[src/rtl/sync_fifo_pkg.sv]
// fifo_defs: shared read-mode constants and depth helper for the single-clock FIFO
package fifo_defs;
    localparam int FIFO_MODE_STD  = 0;
    localparam int FIFO_MODE_FWFT = 1;
    function automatic int fifo_log2(input int n);
        int r = 0;
        for (int i = 1; i < n; i = i * 2) r++;
        return r;
    endfunction
endpackage

[src/rtl/fifo_ram.sv]
// fifo_ram: simple dual-port storage, synchronous write and asynchronous read
module fifo_ram #(
    parameter int DATA_WIDTH = 32,
    parameter int FIFO_SIZE  = 8,
    parameter int SIZE_BITS  = 3
) (
    input  logic                  clock,
    input  logic                  we,
    input  logic [SIZE_BITS-1:0]  waddr,
    input  logic [DATA_WIDTH-1:0] wdata,
    input  logic [SIZE_BITS-1:0]  raddr,
    output logic [DATA_WIDTH-1:0] rdata
);
    logic [DATA_WIDTH-1:0] mem [FIFO_SIZE];
    // store the incoming word; contents are never reset so flush leaves them intact
    always_ff @(posedge clock) begin
        if (we) mem[waddr] <= wdata;
    end
    assign rdata = mem[raddr];
endmodule

[src/rtl/sync_fifo.sv]
// sync_fifo: single-clock FIFO with occupancy count, thresholds, sticky errors, flush and FWFT option
module sync_fifo
    import fifo_defs::*;
#(
    parameter int DATA_WIDTH    = 32,
    parameter int FIFO_SIZE     = 8,
    parameter int SIZE_BITS     = 3,
    parameter int AFULL_THRESH  = FIFO_SIZE - 2,
    parameter int AEMPTY_THRESH = 2,
    parameter int FWFT          = FIFO_MODE_STD
) (
    input  logic                  clock,
    input  logic                  reset,
    input  logic                  clear,
    input  logic [DATA_WIDTH-1:0] data,
    input  logic                  write_enable,
    input  logic                  read_enable,
    output logic [DATA_WIDTH-1:0] q,
    output logic                  fifo_full,
    output logic                  fifo_empty,
    output logic                  almost_full,
    output logic                  almost_empty,
    output logic [SIZE_BITS:0]    count,
    output logic                  overflow,
    output logic                  underflow
);
    localparam int CW = SIZE_BITS + 1;

    if (SIZE_BITS != fifo_log2(FIFO_SIZE)) begin : g_bad_bits
        $error("SIZE_BITS does not match log2(FIFO_SIZE)");
    end
    if (FIFO_SIZE < 2 || (FIFO_SIZE & (FIFO_SIZE - 1)) != 0) begin : g_bad_size
        $error("FIFO_SIZE must be a power of two and at least 2");
    end
    if (AFULL_THRESH < 0 || AFULL_THRESH > FIFO_SIZE || AEMPTY_THRESH < 0 || AEMPTY_THRESH > FIFO_SIZE) begin : g_bad_thresh
        $error("thresholds must lie within 0..FIFO_SIZE");
    end
    if (FWFT != FIFO_MODE_STD && FWFT != FIFO_MODE_FWFT) begin : g_bad_mode
        $error("FWFT must be 0 or 1");
    end

    logic [SIZE_BITS-1:0]  wr_ptr_q, wr_ptr_d, rd_ptr_q, rd_ptr_d;
    logic [CW-1:0]         count_q, count_d;
    logic [DATA_WIDTH-1:0] q_q, q_d, rd_data;
    logic                  full_q, full_d, empty_q, empty_d, afull_q, afull_d, aempty_q, aempty_d;
    logic                  ovf_q, ovf_d, udf_q, udf_d;
    logic                  wr_acc, rd_acc, mem_we;

    fifo_ram #(
        .DATA_WIDTH(DATA_WIDTH),
        .FIFO_SIZE (FIFO_SIZE),
        .SIZE_BITS (SIZE_BITS)
    ) u_ram (
        .clock(clock),
        .we   (mem_we),
        .waddr(wr_ptr_q),
        .wdata(data),
        .raddr(rd_ptr_q),
        .rdata(rd_data)
    );

    // acceptance is judged on the registered flags; flush overrides both enables
    always_comb begin
        wr_acc   = write_enable & ~full_q;
        rd_acc   = read_enable & ~empty_q;
        mem_we   = wr_acc & ~clear & ~reset;
        wr_ptr_d = clear ? '0 : wr_ptr_q + SIZE_BITS'(wr_acc);
        rd_ptr_d = clear ? '0 : rd_ptr_q + SIZE_BITS'(rd_acc);
        count_d  = clear ? '0 : count_q + CW'(wr_acc) - CW'(rd_acc);
        full_d   = count_d == CW'(FIFO_SIZE);
        empty_d  = count_d == '0;
        afull_d  = count_d >= CW'(AFULL_THRESH);
        aempty_d = count_d <= CW'(AEMPTY_THRESH);
        ovf_d    = ~clear & (ovf_q | (write_enable & full_q));
        udf_d    = ~clear & (udf_q | (read_enable & empty_q));
        q_d      = (rd_acc & ~clear) ? rd_data : q_q;
    end

    // state registers; reset wins over everything, including the output word
    always_ff @(posedge clock) begin
        if (reset) begin
            wr_ptr_q <= '0;
            rd_ptr_q <= '0;
            count_q  <= '0;
            q_q      <= '0;
            full_q   <= 1'b0;
            empty_q  <= 1'b1;
            afull_q  <= 1'b0;
            aempty_q <= 1'b1;
            ovf_q    <= 1'b0;
            udf_q    <= 1'b0;
        end else begin
            wr_ptr_q <= wr_ptr_d;
            rd_ptr_q <= rd_ptr_d;
            count_q  <= count_d;
            q_q      <= q_d;
            full_q   <= full_d;
            empty_q  <= empty_d;
            afull_q  <= afull_d;
            aempty_q <= aempty_d;
            ovf_q    <= ovf_d;
            udf_q    <= udf_d;
        end
    end

    assign q            = (FWFT == FIFO_MODE_FWFT) ? rd_data : q_q;
    assign fifo_full    = full_q;
    assign fifo_empty   = empty_q;
    assign almost_full  = afull_q;
    assign almost_empty = aempty_q;
    assign count        = count_q;
    assign overflow     = ovf_q;
    assign underflow    = udf_q;
endmodule

[config.mk]
export PLATFORM = sky130hd
export DESIGN_NAME = sync_fifo
export DESIGN_NICKNAME = d
export VERILOG_FILES = /design/src/rtl/sync_fifo_pkg.sv /design/src/rtl/fifo_ram.sv /design/src/rtl/sync_fifo.sv
export SDC_FILE = /design/constraint.sdc
export NUM_CORES = 1
export LEC_CHECK = 0
export ABC_AREA = 0
export ABC_CLOCK_PERIOD_IN_PS = 4630
export CAP_MARGIN = 20
export CELL_PAD_IN_SITES_DETAIL_PLACEMENT = 0
export CELL_PAD_IN_SITES_GLOBAL_PLACEMENT = 1
export CORE_UTILIZATION = 50
export DETAILED_ROUTE_END_ITERATION = 12
export GPL_TIMING_DRIVEN = 0
export PLACE_DENSITY = 0.8
export SLEW_MARGIN = 20
export SYNTH_ARGS = -nofsm -noshare
export SYNTH_HDL_FRONTEND = slang
export SYNTH_SLANG_ARGS = --single-unit
[constraint.sdc]
create_clock -name clock -period 4.63 [get_ports clock]
set_clock_uncertainty 0.1 [all_clocks]
set_input_delay 0.926 -clock clock [delete_from_list [all_inputs] [get_ports clock]]
set_output_delay 0.926 -clock clock [all_outputs]
set_load 0.01 [all_outputs]
Word level (Yosys, flattened, before mapping)

Memories as Yosys holds them, arrays and structs flattened. A register that Yosys moved wholly into a read port is not among the register bits.
Cells that the tools add are included.

Bits in registers: 16
Memory bits (writable): 256
Input port bits: 37
Memories kept: 1

Memory list:

| memory    | words | bits a word | read ports | clocked after memory_dff | wr ports | line           | RTL |
|---|---|---|---|---|---|---|---|
| u_ram.mem | 8     | 32          | 1          | 1                        | 1        | fifo_ram.sv:14 | `logic [DATA_WIDTH-1:0] mem [FIFO_SIZE];` |

$add $sub $neg: 4
Magnitude comparators: 2
Equal/unequal tests: 1
Multiplexer cells: 3
Bitwise operators: 15
Reduce and logical (&&, ||, !) cells: 2

Operators by type and width:

| cell                 | number |
|---|---|
| $and A1 B1 Y1        | 9 |
| $add A3 B1 Y3        | 2 |
| $add A4 B1 Y4        | 1 |
| $eq A4 B4 Y1 const B | 1 |
| $ge A4 B3 Y1 const B | 1 |
| $le A4 B2 Y1 const B | 1 |
| $logic_not A4 Y1     | 1 |
| $mux W4              | 1 |
| $not A1 Y1           | 4 |
| $sub A4 B1 Y4        | 1 |
| $mux W1              | 2 |
| $or A1 B1 Y1         | 2 |
| $reduce_or A2 Y1     | 1 |

Longest topological paths before layout

Depth after elaboration: 6
Mapped depth: 8

Cells and area by module

Synthesis repeated with hierarchy kept, for this count alone.

Cell total of the unflattened synthesis: 589
Area total of the unflattened synthesis: 11608.6 µm²

Modules (own cells, without submodules):

| module    | instances | cells each | area each (µm²) |
|---|---|---|---|
| fifo_ram  | 1         | 383        | 9825.7 |
| sync_fifo | 1         | 206        | 1783.0 |

Worst setup path before layout

Ideal clock, no wire load.

Path type: input to register
Start point: input port reset
End point: memory u_ram.mem[1][0] (enable)
Setup time: 0.461 ns
Data arrival time: 3.676 ns
Required time: 4.069 ns
Slack: 0.393 ns
Cell stages on the path: 4
Buffers on the path: 1
Path through: buf_2 > nor2_1 > nand3_1 > nor3_1

Word-level cells in the longest chain between the ends: 4

Ends and longest elaborated chain:

| item                          | line            | RTL |
|---|---|---|
| start: declaration            | sync_fifo.sv:13 | `input logic reset,` |
| $not A1 Y1                    | sync_fifo.sv:66 | `mem_we = wr_acc & ~clear & ~reset;` |
| $and A1 B1 Y1                 | sync_fifo.sv:66 |  |
| $mux W1                       | fifo_ram.sv:17  | `if (we) mem[waddr] <= wdata;` |
| $mux W1 (implied by the code) | fifo_ram.sv:17  |  |
| end: declaration              | fifo_ram.sv:14  |  |

Every way passes these cells.

Worst setup path after layout

Start point: input port clear
End point: memory u_ram.mem[1][6] (enable)

Word-level cells in the longest chain between the ends: 5

Ends and longest elaborated chain:

| item                          | line            | RTL |
|---|---|---|
| start: declaration            | sync_fifo.sv:14 | `input logic clear,` |
| $not A1 Y1                    | sync_fifo.sv:66 |  |
| $and A1 B1 Y1 (2 in a row)    | sync_fifo.sv:66 |  |
| $mux W1                       | fifo_ram.sv:17  |  |
| $mux W1 (implied by the code) | fifo_ram.sv:17  |  |

Every way passes these cells.

==> results.toml <==
[run_status]
status = "completed"

[drt]
routed_wl_um = 25900
avgViaCountPerCell = 5.51
drt_iter0_drc = 391
vias = 6418
drt_first_pass_iters = 5
drt.antenna.violating_nets = 0
drc = 0
wire_per_inst_um = 22.3

[final_layout]
fin_area_um2 = 14300
utilization_pct = 62.8
seqCellArea_um2 = 8650
area_delta_synth_final_pct = 21.7
diodes = 0
multi_input_area_um2 = 2850
fin_nets = 870
fillerInstances = 1674
drive_above_1_share_pct = 16.9

[pwr]
p_switching_w = 0.00124
pwr-share-comb_pct = 6.7
internal_power_w = 0.00466
p_sw_share_pct = 21.0
power_density_nw_per_um2 = 412
irDropWorstVdd_mv = 0.325
clkPwrFrac_pct = 41.9
seqPwrFrac_pct = 51.4
p_leak_nw = 4.51

[timing]
fmax_mhz = 313
max_slew.worst_pin.slew_ns = 0.868
slew_headroom_pct = 42.1
setup_viol = 0
fin_crit_sh_pct = 69.0
finalHoldWorstSlack_ns = 0.371
min_period_ns = 3.19
hold_viol = 0
rsz0062_at_grt = "false"
maxSlewViolCount = 0

[worst_setup_path]
endpoint = "u_ram.mem[1][6]"
worstPathMaxFanout = 7
arrival_ns = 3.35
regToRegEndpoint = "u_ram.mem[1][6]"
reg2reg_slack_ns = 2.16
r2r-start = "fifo_full"
crit_path_start = "clear"
worstSetupStartpointType = "input pin"
path_class = "in2reg"
endpoint_kind = "register"
reg2reg_depth = 6
cp_data_required_time_ns = 4.79

[clock_tree]
path_clk_slew_ns = 0.06
cts_hold_buf = 0
ctsLongestPathBuffers = 3
clock-sinks = 304
cts-root-buf = "clkbuf_16"
cts-buffers-inserted = 31
clock_latency_ns = 0.55
cts-resized-gates = 0
htreeDepth = 1
post_cts_buffers = 0
cts_tree = "built"

[place]
portBuffers = 77
gp_congestion = 0.760
dpl.hpwl_um = 16600
place_area_um2 = 13300

[yosys]
synth_common_cells = "edfxtp_1 (256), mux2i_1 (128), a22oi_1 (64)"
synthesis.area_per_instance_um2 = 16.8
synth_cell_type_count = 32
async_flop_share_pct = 0
synth_fp_nets = 745
synth_edf_count = 256
yosysMostFrequentCell = "edfxtp_1"
ys.flop_type = "edfxtp_1"
synthTopCellsByArea = "edfxtp_1 (65%), mux2i_1 (11%), dfxtp_1 (8.2%)"
yosysSeqAreaShare_pct = 73.4
yosys.area.top_type = "edfxtp_1"
yosysWarnings = 0
netlist_area_um2 = 11800
syn-instance-count = 701
synth_top_cell_area_share_pct = 65.2
yosys_register_bits = 304

[grt]
grt_pass1_vias = 6738
antenna_found_initial = 0
grt_max_degree = 19
grt_overflow_total = 0
grt_first_pass_wirelength_um = 39300
track_usage_pct = 22.1

[die]
num_rows = 55
die_area_um2 = 24200
die_x_um = 156
start_util_pct = 51.6
ioPinCount = 79
die_y_um = 156
core_um2 = 22800

[hold_path]
min_path_type = "reg2reg"

[job]
maxCapViolCount = 0
==> metrics by stage <==
step | total power, W | setup TNS, ns | worst slack [ns] | instances
3_3_place_gp | 0.00347 | -227.66 | -2.46 | 1091
6_report | 0.00590 | 0 | 1.44 | 1164
2_1_floorplan | 0.00330 | 0 | 0.393 | 701
5_1_grt | 0.00608 | 0 | 1.25 | 1164
4_1_cts | 0.00594 | 0 | 1.37 | 1164
3_5_place_dp | 0.00349 | 0 | 0.789 | 1106
==> registers in the layout, indices dropped and copies added (netlist names) <==
| name | count |
|---|---|
| almost_full | 1 |
| underflow | 1 |
| overflow | 1 |
| fifo_empty | 1 |
| q | 32 |
| almost_empty | 1 |
| u_ram.mem | 256 |
| count | 4 |
| rd_ptr_q | 3 |
| wr_ptr_q | 3 |
| fifo_full | 1 |
==> cell type report <==
cell class | count | area share, %
Multi-Input combinational cell | 352 | 19.9
Clock buffer | 43 | 6.28
Tap cell | 313 | 2.73
Sequential cell | 304 | 60.3
Inverter | 3 | 0.0785
Buffer | 42 | 2.33
Timing Repair Buffer | 92 | 7.43
Clock inverter | 15 | 0.977
==> cell families after synthesis <==
group | Yosys count | synth area share (%)
flops | 304 | 73.4
mux | 128 | 10.9
simple gates | 106 | 5.60
compound gates | 104 | 5.88
buf+inv | 45 | 2.93
xor+xnor | 7 | 0.520
fa+ha+maj | 7 | 0.807
==> critical path: stages <==
cell and delay (ns):
clkdlybuf4s50_1 0.48, nor2_1 0.41, nand3_1 0.37, nor3_2 0.63, buf_4 0.31, buf_4 0.21
==> worst min-delay path by stage <==
| stage | from | endpoint | slack, ns | cells after the start |
|---|---|---|---|---|
| 6_report | underflow | underflow | 0.37 | 2 |
| 2_1_floorplan | overflow | overflow | 0.40 | 2 |
| 3_3_place_gp | underflow | underflow | 0.35 | 2 |
| 5_1_grt | underflow | underflow | 0.40 | 2 |
| 3_5_place_dp | overflow | overflow | 0.36 | 2 |
| 4_1_cts | underflow | underflow | 0.38 | 2 |
==> power groups by stage <==
| stage | sequential (W) | combinational (W) | clock (W) |
|---|---|---|---|
| floorplan | 0.00310 | 0.000201 | 0 |
| global placement | 0.00309 | 0.000376 | 0 |
| detailed placement | 0.00309 | 0.000396 | 0 |
| CTS | 0.00303 | 0.000399 | 0.00251 |
| global route | 0.00304 | 0.000427 | 0.00262 |
| finish | 0.00303 | 0.000395 | 0.00247 |
==> layer usage <==
metal	global-route usage, %	wire length, um	up-vias
li1	-	-	2951
met1	28.1	10600	3227
met2	39.1	13300	192
met3	3.04	1290	48
met4	7.05	671	0
met5	0	0	-
==> layout by cell type (no fill, tap or decap), drive strengths merged <==
| master | count |
|---|---|
| a21o | 2 |
| a21oi | 36 |
| a22oi | 64 |
| a31o | 1 |
| and2 | 7 |
| buf | 47 |
| bufinv | 2 |
| clkbuf | 53 |
| clkdlybuf4s50 | 77 |
| clkinv | 8 |
| clkinvlp | 3 |
| dfxtp | 48 |
| edfxtp | 256 |
| fa | 1 |
| ha | 6 |
| inv | 5 |
| mux2i | 128 |
| nand2 | 4 |
| nand2b | 5 |
| nand3 | 1 |
| nor2 | 49 |
| nor2b | 4 |
| nor3 | 34 |
| o22a | 1 |
| or2 | 1 |
| or3 | 1 |
| xnor2 | 6 |
| xor2 | 1 |
(Power assumes the default switching activity.)
